**config.mk**
```make
export PLATFORM = sky130hd
export DESIGN_NAME = emern_scanout
export DESIGN_NICKNAME = d
export VERILOG_FILES = /design/src/rtl/emern_vga_pkg.sv /design/src/rtl/emern_delay_line.sv /design/src/rtl/emern_scanout.sv
export SDC_FILE = /design/constraint.sdc
export NUM_CORES = 1
export LEC_CHECK = 0
export ABC_AREA = 1
export BUFFER_PORTS_ARGS = -buffer_cell sky130_fd_sc_hd__clkbuf_2
export CAP_MARGIN = 20
export CORE_ASPECT_RATIO = 1.75
export CORE_UTILIZATION = 55
export CTS_BUF_LIST = sky130_fd_sc_hd__clkbuf_16
export DETAILED_ROUTE_END_ITERATION = 7
export PLACE_DENSITY = 0.92
export SYNTH_ARGS = -nofsm -noshare
export SYNTH_HDL_FRONTEND = slang
export SYNTH_SLANG_ARGS = --single-unit
```
**constraint.sdc**
```tcl
create_clock -name clk -period 3.1 [get_ports clk]
set_clock_uncertainty 0.05 [all_clocks]
set_input_delay 0.155 -clock clk [delete_from_list [all_inputs] [get_ports clk]]
set_output_delay 0.155 -clock clk [all_outputs]
set_load 0.02 [all_outputs]
```
**src/rtl/emern_vga_pkg.sv**
```systemverilog
// Shared VGA timing constants, scan-control payload and colour packing helpers
// used by the scanout block, the pixel core and the frontend.
package emern_vga_pkg;

    localparam int unsigned VGA_640X480_H_ACTIVE = 640;
    localparam int unsigned VGA_640X480_H_FP     = 16;
    localparam int unsigned VGA_640X480_H_SYNC   = 96;
    localparam int unsigned VGA_640X480_H_BP     = 48;
    localparam int unsigned VGA_640X480_V_ACTIVE = 480;
    localparam int unsigned VGA_640X480_V_FP     = 10;
    localparam int unsigned VGA_640X480_V_SYNC   = 2;
    localparam int unsigned VGA_640X480_V_BP     = 33;

    localparam bit          SYNC_ACTIVE_LOW      = 1'b0;
    localparam int unsigned COLOR_BITS_DEFAULT   = 2;

    // Raw position flags carried through the pixel-latency delay line
    typedef struct packed {
        logic act;
        logic hs;
        logic vs;
    } scan_ctl_t;

    localparam int unsigned SCAN_CTL_W = $bits(scan_ctl_t);

    // Packed {R,G,B} word width for a given per-channel depth
    function automatic int unsigned pixel_width(input int unsigned color_bits);
        return color_bits + color_bits + color_bits;
    endfunction

endpackage

```
**src/rtl/emern_delay_line.sv**
```systemverilog
// Enable-gated shift register; DEPTH of zero degenerates to a plain wire.
module emern_delay_line #(
    parameter int unsigned     W         = 1,
    parameter int unsigned     DEPTH     = 1,
    parameter logic [W-1:0]    RESET_VAL = '0
) (
    input  logic         clk,
    input  logic         rst,
    input  logic         en_i,
    input  logic [W-1:0] d_i,
    output logic [W-1:0] q_o
);

    if (DEPTH == 0) begin : g_wire
        logic unused_ok;
        assign unused_ok = &{1'b0, clk, rst, en_i};
        assign q_o = d_i;
    end else begin : g_shift
        logic [W-1:0] stage_q [DEPTH];

        always_ff @(posedge clk or posedge rst) begin
            if (rst) begin
                for (int i = 0; i < int'(DEPTH); i++) stage_q[i] <= RESET_VAL;
            end else if (en_i) begin
                stage_q[0] <= d_i;
                for (int i = 1; i < int'(DEPTH); i++) stage_q[i] <= stage_q[i-1];
            end
        end

        assign q_o = stage_q[DEPTH-1];
    end

endmodule

```
**src/rtl/emern_scanout.sv**
```systemverilog
// Parametrised VGA scanout: scan counters, latency-aligned sync/blank gating,
// and a sticky vblank-start interrupt with acknowledge and overrun flag.
module emern_scanout
    import emern_vga_pkg::*;
#(
    parameter int unsigned H_ACTIVE   = VGA_640X480_H_ACTIVE,
    parameter int unsigned H_FP       = VGA_640X480_H_FP,
    parameter int unsigned H_SYNC     = VGA_640X480_H_SYNC,
    parameter int unsigned H_BP       = VGA_640X480_H_BP,
    parameter int unsigned V_ACTIVE   = VGA_640X480_V_ACTIVE,
    parameter int unsigned V_FP       = VGA_640X480_V_FP,
    parameter int unsigned V_SYNC     = VGA_640X480_V_SYNC,
    parameter int unsigned V_BP       = VGA_640X480_V_BP,
    parameter bit          SYNC_POL   = SYNC_ACTIVE_LOW,
    parameter int unsigned COLOR_BITS = COLOR_BITS_DEFAULT,
    parameter int unsigned PIXEL_LAT  = 2,
    parameter int unsigned CNT_W      = 10,
    parameter int unsigned FRM_W      = 8
) (
    input  logic                                 clk,
    input  logic                                 rst,
    input  logic                                 pix_en,
    input  logic [pixel_width(COLOR_BITS)-1:0]   pixel_in,
    output logic [CNT_W-1:0]                     row,
    output logic [CNT_W-1:0]                     col,
    output logic                                 load_window,
    output logic                                 hsync,
    output logic                                 vsync,
    output logic [pixel_width(COLOR_BITS)-1:0]   rgb_out,
    output logic                                 frame_irq,
    input  logic                                 irq_ack,
    output logic                                 irq_overrun,
    output logic [FRM_W-1:0]                     frame_cnt
);

    localparam int unsigned PIX_W    = pixel_width(COLOR_BITS);
    localparam int unsigned H_TOTAL  = H_ACTIVE + H_FP + H_SYNC + H_BP;
    localparam int unsigned V_TOTAL  = V_ACTIVE + V_FP + V_SYNC + V_BP;
    localparam int unsigned HS_START = H_ACTIVE + H_FP;
    localparam int unsigned HS_END   = HS_START + H_SYNC;
    localparam int unsigned VS_START = V_ACTIVE + V_FP;
    localparam int unsigned VS_END   = VS_START + V_SYNC;

    logic [CNT_W-1:0] col_q, col_d, row_q, row_d;
    logic [FRM_W-1:0] frame_cnt_q, frame_cnt_d;
    logic [PIX_W-1:0] rgb_q, rgb_d;
    logic             hsync_q, hsync_d, vsync_q, vsync_d;
    logic             load_window_q, load_window_d;
    logic             frame_irq_q, frame_irq_d, irq_overrun_q, irq_overrun_d;

    logic             col_last, row_last, vblank_start;
    scan_ctl_t        ctl_raw, ctl_dly;

    assign col_last     = (col_q == CNT_W'(H_TOTAL - 1));
    assign row_last     = (row_q == CNT_W'(V_TOTAL - 1));
    assign vblank_start = pix_en && col_last && (row_q == CNT_W'(V_ACTIVE - 1));

    // Raw decode of the current scan position
    assign ctl_raw.act = (col_q < CNT_W'(H_ACTIVE)) && (row_q < CNT_W'(V_ACTIVE));
    assign ctl_raw.hs  = (col_q >= CNT_W'(HS_START)) && (col_q < CNT_W'(HS_END));
    assign ctl_raw.vs  = (row_q >= CNT_W'(VS_START)) && (row_q < CNT_W'(VS_END));

    // Reset value means "blanked, sync deasserted"
    emern_delay_line #(
        .W         (SCAN_CTL_W),
        .DEPTH     (PIXEL_LAT),
        .RESET_VAL ('0)
    ) u_ctl_dly (
        .clk  (clk),
        .rst  (rst),
        .en_i (pix_en),
        .d_i  (ctl_raw),
        .q_o  (ctl_dly)
    );

    always_comb begin
        col_d         = col_q;
        row_d         = row_q;
        frame_cnt_d   = frame_cnt_q;
        rgb_d         = rgb_q;
        hsync_d       = hsync_q;
        vsync_d       = vsync_q;
        frame_irq_d   = frame_irq_q;
        irq_overrun_d = irq_overrun_q;

        if (pix_en) begin
            if (col_last) begin
                col_d = '0;
                row_d = row_last ? '0 : row_q + CNT_W'(1);
            end else begin
                col_d = col_q + CNT_W'(1);
            end
            rgb_d   = ctl_dly.act ? pixel_in : '0;
            hsync_d = ctl_dly.hs ? SYNC_POL : ~SYNC_POL;
            vsync_d = ctl_dly.vs ? SYNC_POL : ~SYNC_POL;
        end

        // A coincident ack still clears overrun, but the new event keeps the irq raised
        if (vblank_start) begin
            frame_cnt_d   = frame_cnt_q + FRM_W'(1);
            frame_irq_d   = 1'b1;
            irq_overrun_d = irq_ack ? 1'b0 : (irq_overrun_q | frame_irq_q);
        end else if (irq_ack) begin
            frame_irq_d   = 1'b0;
            irq_overrun_d = 1'b0;
        end

        load_window_d = (row_d >= CNT_W'(V_ACTIVE));
    end

    always_ff @(posedge clk or posedge rst) begin
        if (rst) begin
            col_q         <= '0;
            row_q         <= '0;
            frame_cnt_q   <= '0;
            rgb_q         <= '0;
            hsync_q       <= ~SYNC_POL;
            vsync_q       <= ~SYNC_POL;
            load_window_q <= 1'b0;
            frame_irq_q   <= 1'b0;
            irq_overrun_q <= 1'b0;
        end else begin
            col_q         <= col_d;
            row_q         <= row_d;
            frame_cnt_q   <= frame_cnt_d;
            rgb_q         <= rgb_d;
            hsync_q       <= hsync_d;
            vsync_q       <= vsync_d;
            load_window_q <= load_window_d;
            frame_irq_q   <= frame_irq_d;
            irq_overrun_q <= irq_overrun_d;
        end
    end

    assign row         = row_q;
    assign col         = col_q;
    assign frame_cnt   = frame_cnt_q;
    assign rgb_out     = rgb_q;
    assign hsync       = hsync_q;
    assign vsync       = vsync_q;
    assign load_window = load_window_q;
    assign frame_irq   = frame_irq_q;
    assign irq_overrun = irq_overrun_q;

endmodule
```
==> results of run 1 <==
[power breakdown]
part | internal [mW] | switching, mW | total [mW] | leakage (nW)
combinational | 0.0872 | 0.183 | 0.270 | 0.944
clock | 0.303 | 0.242 | 0.545 | 0.0704
sequential | 0.629 | 0.0651 | 0.694 | 0.537
[worst max-delay path: stages, from the launching register on]
cell	delay (ns)
dfrtp_1	0.42
ha_1	0.22
nand2_1	0.07
nor2_1	0.12
nand3_2	0.16
nor2_4	0.29
nand2_1	0.13
inv_1	0.10
nand3_1	0.09
nand3_2	0.12
nand2_1	0.06
[state kept, by name (all words and copies together), names as in the netlist]
name,cells
vsync,1
u_ctl_dly.q_o,3
hsync,1
frame_cnt,8
u_ctl_dly.g_shift.stage_q,3
load_window,1
row,10
frame_irq,1
irq_overrun,1
col,10
rgb_out,6
[cell usage in the layout, fill, tap and decap left out, types with 2 or more instances in the layout]
cell type,instances
clkinv_1,3
nor2_1,20
o21ai_0,16
inv_1,40
nand3_2,5
dfrtp_1,43
nor3_1,5
nor2_4,4
clkbuf_16,5
nand2_1,80
nand3_1,22
clkbuf_2,48
nor2_2,2
nand4_2,2
xor2_1,6
nand4_1,12
buf_4,2
dfstp_2,2
inv_2,2
xnor2_1,2
ha_1,5
a21oi_1,4
[area by class of cell]
type                            count  area [um2]
Sequential cell                    45        1130
Clock inverter                      3        25.0
Clock buffer                        5         125
Fill cell                         322        1300
Tap cell                           49        61.3
Multi-Input combinational cell    196        1070
Inverter                           46         175
Timing Repair Buffer               51         265
[stage by stage]
stage | worst slack, ns | area [um2] | util, % | hold WS, ns | power, mW
final | 1.17 | 2850 | 68.6 | 0.0165 | 1.51
after global routing | 0.978 | 2850 | 68.6 | 0.0271 | 1.56
after CTS | 1.20 | 2850 | 68.6 | 0.0167 | 1.51
after detailed placement | 1.24 | 2690 | 64.7 | 0.254 | 0.970
after global placement | 1.35 | 2690 | 64.7 | 0.249 | 0.961
after floorplan | 1.42 | 2400 | - | 0.195 | 0.881
[kinds of logic (layout without fill, tap and decap cells)]
logic type / Yosys count / after routing / synth area share [%]
AO/OA/AOI/OAI: 25 / 25 / 5.84
XOR/XNOR: 8 / 8 / 2.92
adder cells (fa/ha/maj): 5 / 5 / 2.61
buffers and inverters: 51 / 105 / 8.50
flip-flops: 45 / 45 / 47.1
AND/OR/NAND/NOR: 158 / 158 / 33.1
[routing by layer]
layer	track usage, %	routed length (um)	share of wire [%]	up-vias
met3	5.44	257	4.5	30
met4	18.7	308	5.4	0
met1	27.5	2050	36	1020
li1	-	-	-	1035
met5	0	0	0	-
met2	47.1	3100	54	74
[path summary, 6_finish.rpt]
path                                   from           end
max                                  col[0]   load_window
min                                 irq_ack   irq_overrun
max reg2reg                          col[0]   load_window
min reg2reg                u_ctl_dly.q_o[0]         vsync
max in group asynchronous               rst         vsync
min in group asynchronous               rst  frame_cnt[7]
[timing repair]
| action | CTS | global route |
|---|---|---|
| hold buffers | 1 | 0 |
| setup endpoints to repair | 0 | 0 |
| gates resized for setup | 0 | 0 |
| endpoints found under the hold margin | 43 | 0 |
==> impl_metrics.env, run 1 <==
export IMPL_status="finished clean"
export IMPL_vias=2159
export IMPL_drv_cap=0
export IMPL_hold_viol=0
export IMPL_p_leak_nw=1.55
export IMPL_avgRoutedWirePerCell_um=14.5
export IMPL_ant_nets=0
export IMPL_root_buffer="clkbuf_16"
export IMPL_ys_warn_count=0
export IMPL_cts_buffer_depth=2
export IMPL_htree_levels=2
export IMPL_gp_congestion=0.882
export IMPL_stdcell_count=395
export IMPL_grt_pass1_vias=2058
export IMPL_yosysSeqAreaShare_pct=47.1
export IMPL_reg2regPathDepth=10
export IMPL_cp_max_fo=12
export IMPL_rows=31
export IMPL_grt_max_degree=46
export IMPL_fin_crit_ns=1.93
export IMPL_rsz0062_at_grt="no"
export IMPL_dp_cells=386
export IMPL_grt_overflow_total=0
export IMPL_ys_types=35
export IMPL_dp_hpwl_mm=4.09
export IMPL_critPathLaunchType="flop"
export IMPL_fmaxAchievable_mhz=518
export IMPL_ir_drop_mv=0.488
export IMPL_slew_headroom_pct=62.9
export IMPL_first_pass_iters=6
export IMPL_ios=49
export IMPL_insertion_delay_ns=0.29
export IMPL_ys_flop_type="dfrtp_1"
export IMPL_viasPerCell=5.47
export IMPL_cts_sinks=45
export IMPL_die_width_um=51.9
export IMPL_syn_area_um2=2400
export IMPL_clk_pin_slew_worst_paths_ns=0.07
export IMPL_yosysTopAreaCell="dfrtp_1"
export IMPL_arrival_ns=2.07
export IMPL_cellPowerDensity_nw_per_um2=530
export IMPL_syn_to_final_growth_pct=18.7
export IMPL_synth_edf_count=0
export IMPL_core_area_um2=4150
export IMPL_tightest_slew_ns=0.556
export IMPL_r2r_slack_ns=1.17
export IMPL_period_share_pct=62.3
export IMPL_endpoint_kind="flop"
export IMPL_synth_top_area_share_pct=44.9
export IMPL_slew_viol_final=0
export IMPL_synth_seq_cells=45
export IMPL_worstSetupPathType="flop to flop"
export IMPL_layout_drive_gt1_share_pct=23.7
export IMPL_synth_most_common_cell="nand2_1"
export IMPL_ys_top_cells_by_area="dfrtp_1, nand2_1, inv_1"
export IMPL_fin_nets=360
export IMPL_ys_top_cells_by_count="nand2_1, dfrtp_1, inv_1"
export IMPL_synth_area_per_cell_um2=8.21
export IMPL_whs_path_depth=2
export IMPL_setup_viol=0
export IMPL_hold_class="input port to flop"
export IMPL_synth_nets=307
export IMPL_grt_pass1_wl_mm=9.04
export IMPL_post_cts_buffers=0
export IMPL_finalSetupTns_ns=0
export IMPL_cts_buffers=5
export IMPL_drt_initial_drc_count=68
export IMPL_drc=0
export IMPL_grt_antenna_before_repair=0
export IMPL_antennaDiodeCount=0
export IMPL_initial_core_util_pct=57.8
export IMPL_dieHeight_um=89.4
export IMPL_syn_inst=292
export IMPL_routed_wl_mm=5.71
export IMPL_synth_async_reset_ratio_pct=100
export IMPL_port_buffers=48
export IMPL_track_usage_pct=26.8
export IMPL_cts_tree="done"
export IMPL_fp_dieArea_um2=4640
export IMPL_required_ns=3.23
(Power assumes the default switching activity.)
==> run 2, diff against run 1 <==
Settings changed: CORE_UTILIZATION 55 to 54, PLACE_DENSITY 0.92 to 0.91.
Clock period 3.1 ns to 1.9 ns, I/O delays scaled along.
==> impl_metrics.env, run 2 (synthesis gave the netlist of run 1 again) <==
export IMPL_status="complete, but fails checks"
export IMPL_violations="hold timing"
export IMPL_port_buffers=48
export IMPL_gp_congestion=0.859
export IMPL_startpoint="row[1]"
export IMPL_worstSetupPathType="flop to flop"
export IMPL_grt_pass1_vias=2123
export IMPL_cp_endpoint="load_window"
export IMPL_worst_path_largest_cell_delay_ns=0.43
export IMPL_dieHeight_um=90.2
export IMPL_cts_buffers=5
export IMPL_grt_antenna_before_repair=0
export IMPL_crit_family="simple AND/OR/NAND/NOR gates"
export IMPL_cts_sinks=45
export IMPL_finalWorstSetupSlack_ns=0.177
export IMPL_htree_levels=2
export IMPL_cellPowerDensity_nw_per_um2=832
export IMPL_crit_top_cell="nand2_1"
export IMPL_place_ws_ns=0.196
export IMPL_setup_viol=0
export IMPL_period_share_pct=90.7
export IMPL_final_cell_mix="nand2_1, clkbuf_2, dfrtp_1, inv_1, nand3_1"
export IMPL_drv_cap=0
export IMPL_dp_hpwl_mm=4.07
export IMPL_fin_crit_ns=1.72
export IMPL_finalSetupTns_ns=0
export IMPL_ios=49
export IMPL_insertion_delay_ns=0.29
export IMPL_drt_initial_drc_count=93
export IMPL_required_ns=2.03
export IMPL_grt_max_degree=46
export IMPL_slew_viol_final=0
export IMPL_core_area_um2=4190
export IMPL_initial_core_util_pct=57.3
export IMPL_report_power_total_mw=2.42
export IMPL_cp_num_cells=10
export IMPL_clk_pin_slew_worst_paths_ns=0.06
export IMPL_grt_pass1_wl_mm=9.34
export IMPL_antennaDiodeCount=0
export IMPL_fmaxAchievable_mhz=581
export IMPL_p_leak_nw=1.58
export IMPL_track_usage_pct=26.8
export IMPL_cts_tree="done"
export IMPL_fin_nets=367
export IMPL_viasPerCell=5.45
export IMPL_final_util_pct=69.5
export IMPL_ant_nets=0
export IMPL_rows=31
export IMPL_critPathBufInv=1
export IMPL_rsz0062_at_grt="no"
export IMPL_fin_area_um2=2910
export IMPL_r2r_end="load_window"
export IMPL_cp_max_fo=6
export IMPL_vias=2190
export IMPL_hold_viol=1
export IMPL_fp_dieArea_um2=4720
export IMPL_drc=0
export IMPL_tightest_slew_ns=0.592
export IMPL_syn_to_final_growth_pct=21.4
export IMPL_routed_wl_mm=5.62
export IMPL_cp_cell_sequence="ha_1, nand3_2, nor2_4, inv_1, nor2_1, nand4_1, nand2_1, nor2_1, nand2_1, nand2_1"
export IMPL_arrival_ns=1.86
export IMPL_multi_input_area_um2=1070
export IMPL_endpoint_kind="flop"
export IMPL_layout_drive_gt1_share_pct=23.8
export IMPL_critPathLaunchType="flop"
export IMPL_r2r_slack_ns=0.18
export IMPL_hold_class="input port to flop"
export IMPL_fillers=316
export IMPL_cp_slowest_cell="dfrtp_1"
export IMPL_cts_buffer_depth=2
export IMPL_die_width_um=52.4
export IMPL_final_common_cell="nand2_1"
export IMPL_reg2regPathDepth=10
export IMPL_rr_startpoint="row[1]"
export IMPL_grt_overflow_total=0
export IMPL_slew_headroom_pct=60.2
export IMPL_post_cts_buffers=0
export IMPL_first_pass_iters=5
export IMPL_place_area_um2=2690
export IMPL_holdWs_ns=-0.00175
export IMPL_root_buffer="clkbuf_16"
export IMPL_ir_drop_mv=0.793
export IMPL_regArea_um2=1130
export IMPL_avgRoutedWirePerCell_um=14.0
run 2: area by class of cell:
cell class,instances,share of cell area [%]
Clock buffer,5,4.30
Clock inverter,3,0.645
Inverter,46,6.02
Multi-Input combinational cell,196,36.7
Sequential cell,45,38.8
Tap cell,49,2.11
Timing Repair Buffer,58,11.4
run 2: repair_timing:
item	4_1_cts	5_1_grt
resized for setup	0	2
hold buffers	7	0
endpoints found under the hold margin	49	0
endpoints found under the setup margin	0	2
run 2: where the power goes:
group	switching (mW)	leakage, nW	internal, mW
clock network	0.357	0.0672	0.482
registers	0.105	0.536	1.03
logic	0.300	0.974	0.150
run 2: worst min path at each step:
stage	startpoint	end	slack, ns	cells past startpoint
2_1_floorplan	irq_ack	irq_overrun	0.13	1
3_3_place_gp	rst	rgb_out[4]	0.19	3
3_5_place_dp	rst	row[9]	0.20	3
4_1_cts	pixel_in[1]	rgb_out[1]	0.0003	3
5_1_grt	pixel_in[1]	rgb_out[1]	0.003	3
6_report	pixel_in[1]	rgb_out[1]	-0.002	3
run 2: routing by layer:
layer  global-route usage (%)  vias to the layer above  wire length [um]
met4                     18.0                        0               368
li1                         -                     1051                 -
met2                     45.8                       90              3030
met3                     4.91                       33               252
met1                     28.1                     1016              1970
met5                        0                        -                 0
run 2: worst min-delay path, stage by stage:
cell and delay (ns):
clkbuf_2 0.08, nand3_1 0.07, nand2_1 0.05
run 2: stage by stage:
| stage | hold slack, ns | instances |
|---|---|---|
| 2_1_floorplan | 0.135 | 292 |
| 3_3_place_gp | 0.189 | 387 |
| 3_5_place_dp | 0.196 | 387 |
| 4_1_cts | 0.000305 | 402 |
| 5_1_grt | 0.00296 | 402 |
| 6_report | -0.00175 | 402 |
